--- src/rtl/axi_pkg.sv ---
// Shared AXI3 response/burst encodings and the RAM slave state encoding.
package axi_pkg;

  localparam logic [1:0] RESP_OKAY   = 2'b00;
  localparam logic [1:0] RESP_SLVERR = 2'b10;

  localparam logic [1:0] BURST_FIXED = 2'b00;
  localparam logic [1:0] BURST_INCR  = 2'b01;
  localparam logic [1:0] BURST_WRAP  = 2'b10;

  typedef enum logic [2:0] {
    IDLE    = 3'd0,
    RD_ADDR = 3'd1,
    RD_LOAD = 3'd2,
    RD_DATA = 3'd3,
    WR_DATA = 3'd4,
    WR_RESP = 3'd5
  } ram_state_e;

  // Bytes per beat; anything wider than the 32-bit bus is clamped to 4.
  function automatic logic [2:0] beat_bytes(input logic [2:0] size);
    return (size >= 3'd2) ? 3'd4 : (3'd1 << size);
  endfunction

endpackage

--- src/rtl/axi_ram_slave.sv ---
// AXI3 slave terminating one read or write transaction at a time onto a
// single-port SRAM with 1-cycle read latency.
//
// state   | meaning
// IDLE    | arbitrate AR vs AW, latch the granted request
// RD_ADDR | drive SRAM read for the current beat
// RD_LOAD | capture SRAM read data
// RD_DATA | present R beat, wait for rready
// WR_DATA | accept W beats, one SRAM write per beat
// WR_RESP | present B response, wait for bready
module axi_ram_slave
  import axi_pkg::*;
#(
  parameter int ADDR_W = 14
) (
  input  logic              clk,
  input  logic              resetn,
  input  logic [3:0]        arid,
  input  logic [31:0]       araddr,
  input  logic [7:0]        arlen,
  input  logic [2:0]        arsize,
  input  logic [1:0]        arburst,
  input  logic [1:0]        arlock,
  input  logic [3:0]        arcache,
  input  logic [2:0]        arprot,
  input  logic              arvalid,
  output logic              arready,
  output logic [3:0]        rid,
  output logic [31:0]       rdata,
  output logic [1:0]        rresp,
  output logic              rlast,
  output logic              rvalid,
  input  logic              rready,
  input  logic [3:0]        awid,
  input  logic [31:0]       awaddr,
  input  logic [7:0]        awlen,
  input  logic [2:0]        awsize,
  input  logic [1:0]        awburst,
  input  logic [1:0]        awlock,
  input  logic [3:0]        awcache,
  input  logic [2:0]        awprot,
  input  logic              awvalid,
  output logic              awready,
  input  logic [3:0]        wid,
  input  logic [31:0]       wdata,
  input  logic [3:0]        wstrb,
  input  logic              wlast,
  input  logic              wvalid,
  output logic              wready,
  output logic [3:0]        bid,
  output logic [1:0]        bresp,
  output logic              bvalid,
  input  logic              bready,
  output logic              ram_en,
  output logic [3:0]        ram_wen,
  output logic [ADDR_W-1:0] ram_addr,
  output logic [31:0]       ram_wdata,
  input  logic [31:0]       ram_rdata
);

  ram_state_e state, state_nxt;

  logic              last_rd;
  logic [3:0]        id_q;
  logic [ADDR_W+1:0] addr_q;
  logic [3:0]        len_q;
  logic [3:0]        beat_q;
  logic [2:0]        size_q;
  logic [1:0]        burst_q;
  logic [31:0]       rdata_q;
  logic              slverr_q;

  logic              grant_rd;
  logic              grant_wr;
  logic              last_beat;
  logic [ADDR_W+1:0] addr_nxt;

  // Sideband and upper address/length bits carry no meaning for this RAM.
  logic unused_inputs;
  assign unused_inputs = ^{arlock, arcache, arprot, awlock, awcache, awprot, wid,
                           araddr[31:ADDR_W+2], awaddr[31:ADDR_W+2],
                           arlen[7:4], awlen[7:4]};

  assign grant_rd  = arvalid & (~awvalid | ~last_rd);
  assign grant_wr  = awvalid & ~grant_rd;
  assign last_beat = (beat_q == len_q);
  assign addr_nxt  = (burst_q == BURST_FIXED) ? addr_q
                   : addr_q + {{(ADDR_W-1){1'b0}}, beat_bytes(size_q)};

  assign rid       = id_q;
  assign bid       = id_q;
  assign rdata     = rdata_q;
  assign rresp     = RESP_OKAY;
  assign rlast     = (state == RD_DATA) & last_beat;
  assign bresp     = slverr_q ? RESP_SLVERR : RESP_OKAY;
  assign ram_addr  = addr_q[ADDR_W+1:2];
  assign ram_wdata = wdata;

  always_ff @(posedge clk or negedge resetn) begin
    if (!resetn) begin
      state   <= IDLE;
      last_rd <= 1'b0;
    end else begin
      state <= state_nxt;
      if (state == IDLE) begin
        if (grant_rd)      last_rd <= 1'b1;
        else if (grant_wr) last_rd <= 1'b0;
      end
    end
  end

  always_comb begin
    state_nxt = state;
    arready   = 1'b0;
    awready   = 1'b0;
    rvalid    = 1'b0;
    wready    = 1'b0;
    bvalid    = 1'b0;
    ram_en    = 1'b0;
    ram_wen   = 4'b0000;
    case (state)
      IDLE: begin
        arready = grant_rd;
        awready = grant_wr;
        if (grant_rd)      state_nxt = RD_ADDR;
        else if (grant_wr) state_nxt = WR_DATA;
      end
      RD_ADDR: begin
        ram_en    = 1'b1;
        state_nxt = RD_LOAD;
      end
      RD_LOAD: state_nxt = RD_DATA;
      RD_DATA: begin
        rvalid = 1'b1;
        if (rready) state_nxt = last_beat ? IDLE : RD_ADDR;
      end
      WR_DATA: begin
        wready = 1'b1;
        if (wvalid) begin
          ram_en  = 1'b1;
          ram_wen = wstrb;
          if (last_beat) state_nxt = WR_RESP;
        end
      end
      WR_RESP: begin
        bvalid = 1'b1;
        if (bready) state_nxt = IDLE;
      end
      default: state_nxt = IDLE;
    endcase
  end

  always_ff @(posedge clk or negedge resetn) begin
    if (!resetn) begin
      id_q     <= '0;
      addr_q   <= '0;
      len_q    <= '0;
      beat_q   <= '0;
      size_q   <= '0;
      burst_q  <= '0;
      rdata_q  <= '0;
      slverr_q <= 1'b0;
    end else begin
      case (state)
        IDLE: begin
          if (grant_rd | grant_wr) begin
            id_q     <= grant_rd ? arid : awid;
            addr_q   <= grant_rd ? araddr[ADDR_W+1:0] : awaddr[ADDR_W+1:0];
            len_q    <= grant_rd ? arlen[3:0] : awlen[3:0];
            size_q   <= grant_rd ? arsize : awsize;
            burst_q  <= grant_rd ? arburst : awburst;
            beat_q   <= '0;
            slverr_q <= 1'b0;
          end
        end
        RD_LOAD: rdata_q <= ram_rdata;
        RD_DATA: begin
          if (rready && !last_beat) begin
            addr_q <= addr_nxt;
            beat_q <= beat_q + 4'd1;
          end
        end
        WR_DATA: begin
          if (wvalid) begin
            addr_q <= addr_nxt;
            beat_q <= beat_q + 4'd1;
            // The beat count is authoritative; a disagreeing wlast only flags an error.
            if (wlast != last_beat) slverr_q <= 1'b1;
          end
        end
        default: ;
      endcase
    end
  end

endmodule

--- config.mk ---
export PLATFORM = sky130hd
export DESIGN_NAME = axi_ram_slave
export DESIGN_NICKNAME = d
export VERILOG_FILES = /design/src/rtl/axi_pkg.sv /design/src/rtl/axi_ram_slave.sv
export SDC_FILE = /design/constraint.sdc
export NUM_CORES = 1
export LEC_CHECK = 0
export CORE_AREA = 3 3 115 117
export CTS_CLUSTER_DIAMETER = 50
export CTS_CLUSTER_SIZE = 16
export DETAILED_ROUTE_END_ITERATION = 8
export DIE_AREA = 0 0 118 120
export PLACE_DENSITY = 0.87
export SLEW_MARGIN = 20
export SYNTH_ARGS = -nofsm -noshare
export SYNTH_HDL_FRONTEND = slang
export SYNTH_SLANG_ARGS = --single-unit
--- constraint.sdc ---
create_clock -name clk -period 6 [get_ports clk]
set_clock_uncertainty 0.05 [all_clocks]
set_input_delay 1.8 -clock clk [delete_from_list [all_inputs] [get_ports clk]]
set_output_delay 1.8 -clock clk [all_outputs]
set_load 0.05 [all_outputs]
* Word-level counts from Yosys, hierarchy flattened
Cells that the tools add are included. Widths: inputs -> output; s select.
Storage, ports and cells: register bits 70, input port bits 196, output and inout port bits 101, logic and storage cells 88
Operators by class: add/sub/neg operators 2, magnitude comparators 1, eq/ne operators 15, shift-type cells 1, multiplexer cells 39, bitwise operators 8, reductions and logical operators 12
Operators with widths (count):
- $mux 16 | 5
- $pmux 16 s3 | 1
- $mux 4 | 7
- $mux 3 | 8
- $pmux 3 s6 | 1
- $add 16x3->16 | 1
- $mux 1 | 12
- $pmux 4 s3 | 1
- $ne 2x2->1 const B | 5
- $reduce_and 4->1 | 2
- $eq 3x2->1 const B | 2
- $eq 3x3->1 const B | 2
- $reduce_and 5->1 | 1
- $add 4x1->4 const B | 1
- $eq 4x4->1 | 1
- $mux 2 | 2
- $ne 2x1->1 const B | 2
- $pmux 1 s2 | 2
- $reduce_and 2->1 | 2
- $reduce_bool 2->1 | 2
- $and 1x1->1 | 3
- $eq 3x1->1 const B | 1
- $ge 3x2->1 const B | 1
- $logic_not 3->1 | 1
- other kinds (9) | 12

* Depth between registers and ports, before layout
depth after elaboration 8, depth in mapped cells 11, mapped depth without buffers 11

* Worst setup path before layout
Ideal clock, no wire load.
path type input to output, start input arvalid, end output arready, arrival time 3.067 ns, required time 4.150 ns, slack 1.083 ns, stages 4, buffers on the path 2, cells stage by stage a21boi_0 buf_4 clkbuf_1 and2_1
On the way: word-level cells in the longest chain between the ends 2
Ends and longest elaborated chain:
- start: declaration | line axi_ram_slave.sv:26 | input logic arvalid,
- $and 1x1->1 | line axi_ram_slave.sv:84 | assign grant_rd = arvalid & (~awvalid | ~last_rd);
- $mux 1 | line axi_ram_slave.sv:121 | case (state)
- end: declaration | line axi_ram_slave.sv:27 | output logic arready,
Every way passes these cells.

* Worst setup path after layout
start input wvalid, end output ram_en
On the way: word-level cells in the longest chain between the ends 2
Ends and longest elaborated chain:
- start: declaration | line axi_ram_slave.sv:48 | input logic wvalid,
- $mux 1 | line axi_ram_slave.sv:139 | if (wvalid) begin
- $pmux 1 s2 | line axi_ram_slave.sv:121
- end: declaration | line axi_ram_slave.sv:54 | output logic ram_en,
Every way passes these cells.

==> impl_metrics.toml <==
[yosys]
synth_area_leaders = "dfrtp_1, buf_4, mux2_2, nand2_1, a31oi_1"
synth_top_area_share_pct = 42.5
synth.avg_cell_area_um2 = 9.54
ys.flop_type = "dfrtp_1"
ys_seq_area_share_pct = 42.5
syn_area_um2 = 4120
yosys.cell_types.count = 57
synth_xor_area_share_pct = 1.49
synth_top_family_by_area = "simple AND/OR/NAND/NOR gates"
synth_simple_gate_area_share_pct = 16.3
synth_compound_area_share_pct = 15.2
yosys_warnings = 0
synthAdderAreaFrac_pct = 1.70
yosysTopAreaCell = "dfrtp_1"
syn_inst = 432
async_flop_share_pct = 100
ys_ff_latch = 70
synthMuxAreaShare_pct = 9.23
synth_edf_count = 0

[die]
fp.dieW_um = 118
start_util_pct = 33.1
die_y_um = 120
design.core.area_um2 = 12500
io_pins = 297
die_area_um2 = 14200
core.rowCount = 41

[drt]
drt_iter0_drc = 138
topRoutingLayerUsed = "met4"
drcViolationCount = 0
dr.pass1.iters = 4
wl_met2_um = 5750
ant_nets = 0
routedWlPerCell_um = 15.9
vias_per_cell = 4.91
routed_wl_um = 11400
wl_met1_um = 4720
dr_wl_met3_um = 808
vias = 3526

[setup_path]
cpPeakStageDelay_ps = 830
cp.arrival_ps = 3440
critical_path.cell_chain = "clkdlybuf4s50_1 -> nand3_1 -> a21oi_1 -> clkdlybuf4s50_1"
cp-end-kind = "output pin"
critical_path.max_fanout = 7
crit_family = "buffers and inverters"
crit_top_cell = "clkdlybuf4s50_1"
worst_setup_path_start_kind = "input port"
startpoint = "wvalid"
critical_path_class = "in -> out"
reg2reg_from = "state[2]$_DFFE_PN0P_"
critPathRequiredTime_ps = 4150
path_buf_inv = 2
cpMaxStageDelayCell = "clkdlybuf4s50_1"

[cells_and_area]
instances_no_fill = 718
syn_to_final_growth_pct = 42.2
fin_nets = 742
layout-drive-gt1-share_pct = 12.3
antenna_cells = 0

[placed_design]
hpwl_um = 8570
portBuffers = 167
place_inst = 702
gp_congestion = 0.750

[global_route]
antenna_found_initial = 0
grt_max_degree = 71
grt_pass1_wl_um = 18100
overflow = 0
grtUsageTotal_pct = 15.8
grt_pass1_vias = 3653

[clock_network]
ctsResizeCount = 0
cts_root_buf = "clkbuf_16"
cts_tree = "yes"
cts_buffer_depth = 2
htreeDepth = 3
cts_hold_buf = 0
path_clk_slew_ps = 60
post_cts_buffers = 0
tritoncts.num_buffers = 9
insertion_delay_ps = 320
clock-sinks = 70

[sta]
final_hold_viol_count = 0
slew-limit-headroom_pct = 37.5
finalSetupTns_ps = 0
hold-worst-slack_ps = 441
min_period_ps = 5290
slew_violations = 0
min_period_over_period_pct = 88.2
rsz0062_at_grt = "false"
setup_viol = 0
fmax_mhz = 189
tightest_slew_ps = 938

[run]
drv_cap = 0

[outcome]
status = "completed"

[power_and_ir_drop]
p_leak_nw = 2.38
powerDensity_nw_per_um2 = 595
peakVddDrop_uv = 456
totalPowerFinal_mw = 3.48

[min_path]
hold_path.startpoint = "addr_q[0]$_DFFE_PN0P_"
hp-class = "reg -> reg"
## Yosys cell counts (3+ instances only)
master,count
a31oi_1,22
nand2b_1,3
nand3_1,10
ha_1,4
buf_2,11
nand2_1,68
and3_1,13
nor2_1,27
nand4b_1,4
mux2_2,32
xnor2_1,6
buf_4,60
a32oi_1,3
o22a_1,9
a21oi_1,21
a2bb2oi_1,3
inv_1,7
o21ai_0,13
dfrtp_1,70
## cells in the final DEF, fill, tap and decap left out, types with 7 or more instances in the layout
| cell | instances |
|---|---|
| nand2_1 | 68 |
| and3_1 | 13 |
| o22a_1 | 9 |
| a31oi_1 | 22 |
| dfrtp_1 | 70 |
| clkdlybuf4s50_1 | 164 |
| clkbuf_16 | 9 |
| o21ai_0 | 13 |
| mux2_2 | 32 |
| nand3_1 | 10 |
| a21oi_1 | 21 |
| inv_1 | 7 |
| nor2_1 | 25 |
## where the power goes
part	switching, mW	total, mW	internal, mW
clock	0.200	0.543	0.344
combinational	1.27	2.04	0.767
sequential	0.195	0.902	0.707
total	1.67	3.48	1.82
## kinds of logic (layout without fill, tap and decap cells)
group	Yosys count	count (layout)
xor+xnor	7	7
simple gates	143	143
flops	70	70
compound gates	90	90
fa+ha+maj	5	5
other cells	1	3
buf+inv	82	194
mux	34	34
## routing by layer
layer | up-vias | track usage (%)
met5 | - | 0
met4 | 0 | 4.47
met3 | 14 | 5.37
met2 | 135 | 27.7
met1 | 1696 | 18.3
li1 | 1681 | -
## layout make-up
type | instances | area (um^2)
Fill cell | 1158 | 6610
Multi-Input combinational cell | 282 | 1840
Sequential cell | 70 | 1750
Timing Repair Buffer | 171 | 1720
Clock buffer | 11 | 253
Tap cell | 172 | 215
Clock inverter | 5 | 57.6
Inverter | 7 | 26.3
## worst register-to-register path, stage by stage (launching register included)
cell,delay (ps)
dfrtp_1,610
nor3b_2,530
or2_1,170
buf_4,300
o2bb2ai_2,480
a31oi_1,120
o22a_1,250
## final timing paths
kind                                         end  slack [ps]  cells past startpoint
max reg2reg                addr_q[3]$_DFFE_PN0P_        3380                      6
min reg2reg                addr_q[0]$_DFFE_PN0P_         440                      2
min in group asynchronous  addr_q[6]$_DFFE_PN0P_        1510                      1
max                                       ram_en         710                      4
min                        addr_q[0]$_DFFE_PN0P_         440                      2
max in group asynchronous   state[1]$_DFFE_PN0P_        3720                      1
## through the flow
stage | setup slack [ps] | util, % | area, um^2
global route | 641 | 47.0 | 5860
detailed placement | 699 | 44.5 | 5550
finish | 705 | 47.0 | 5860
CTS | 694 | 47.0 | 5860
global placement | 708 | 44.5 | 5550
floorplan | 1080 | - | 4130
## state kept, by name, indices dropped and copies added, names as in the netlist
signal / cells
addr_q: 16
beat_q: 4
bid: 4
burst_q: 2
last_rd: 1
len_q: 4
rdata: 32
size_q: 3
slverr_q: 1
state: 3
No activity file was read; power rests on OpenSTA's default activity.
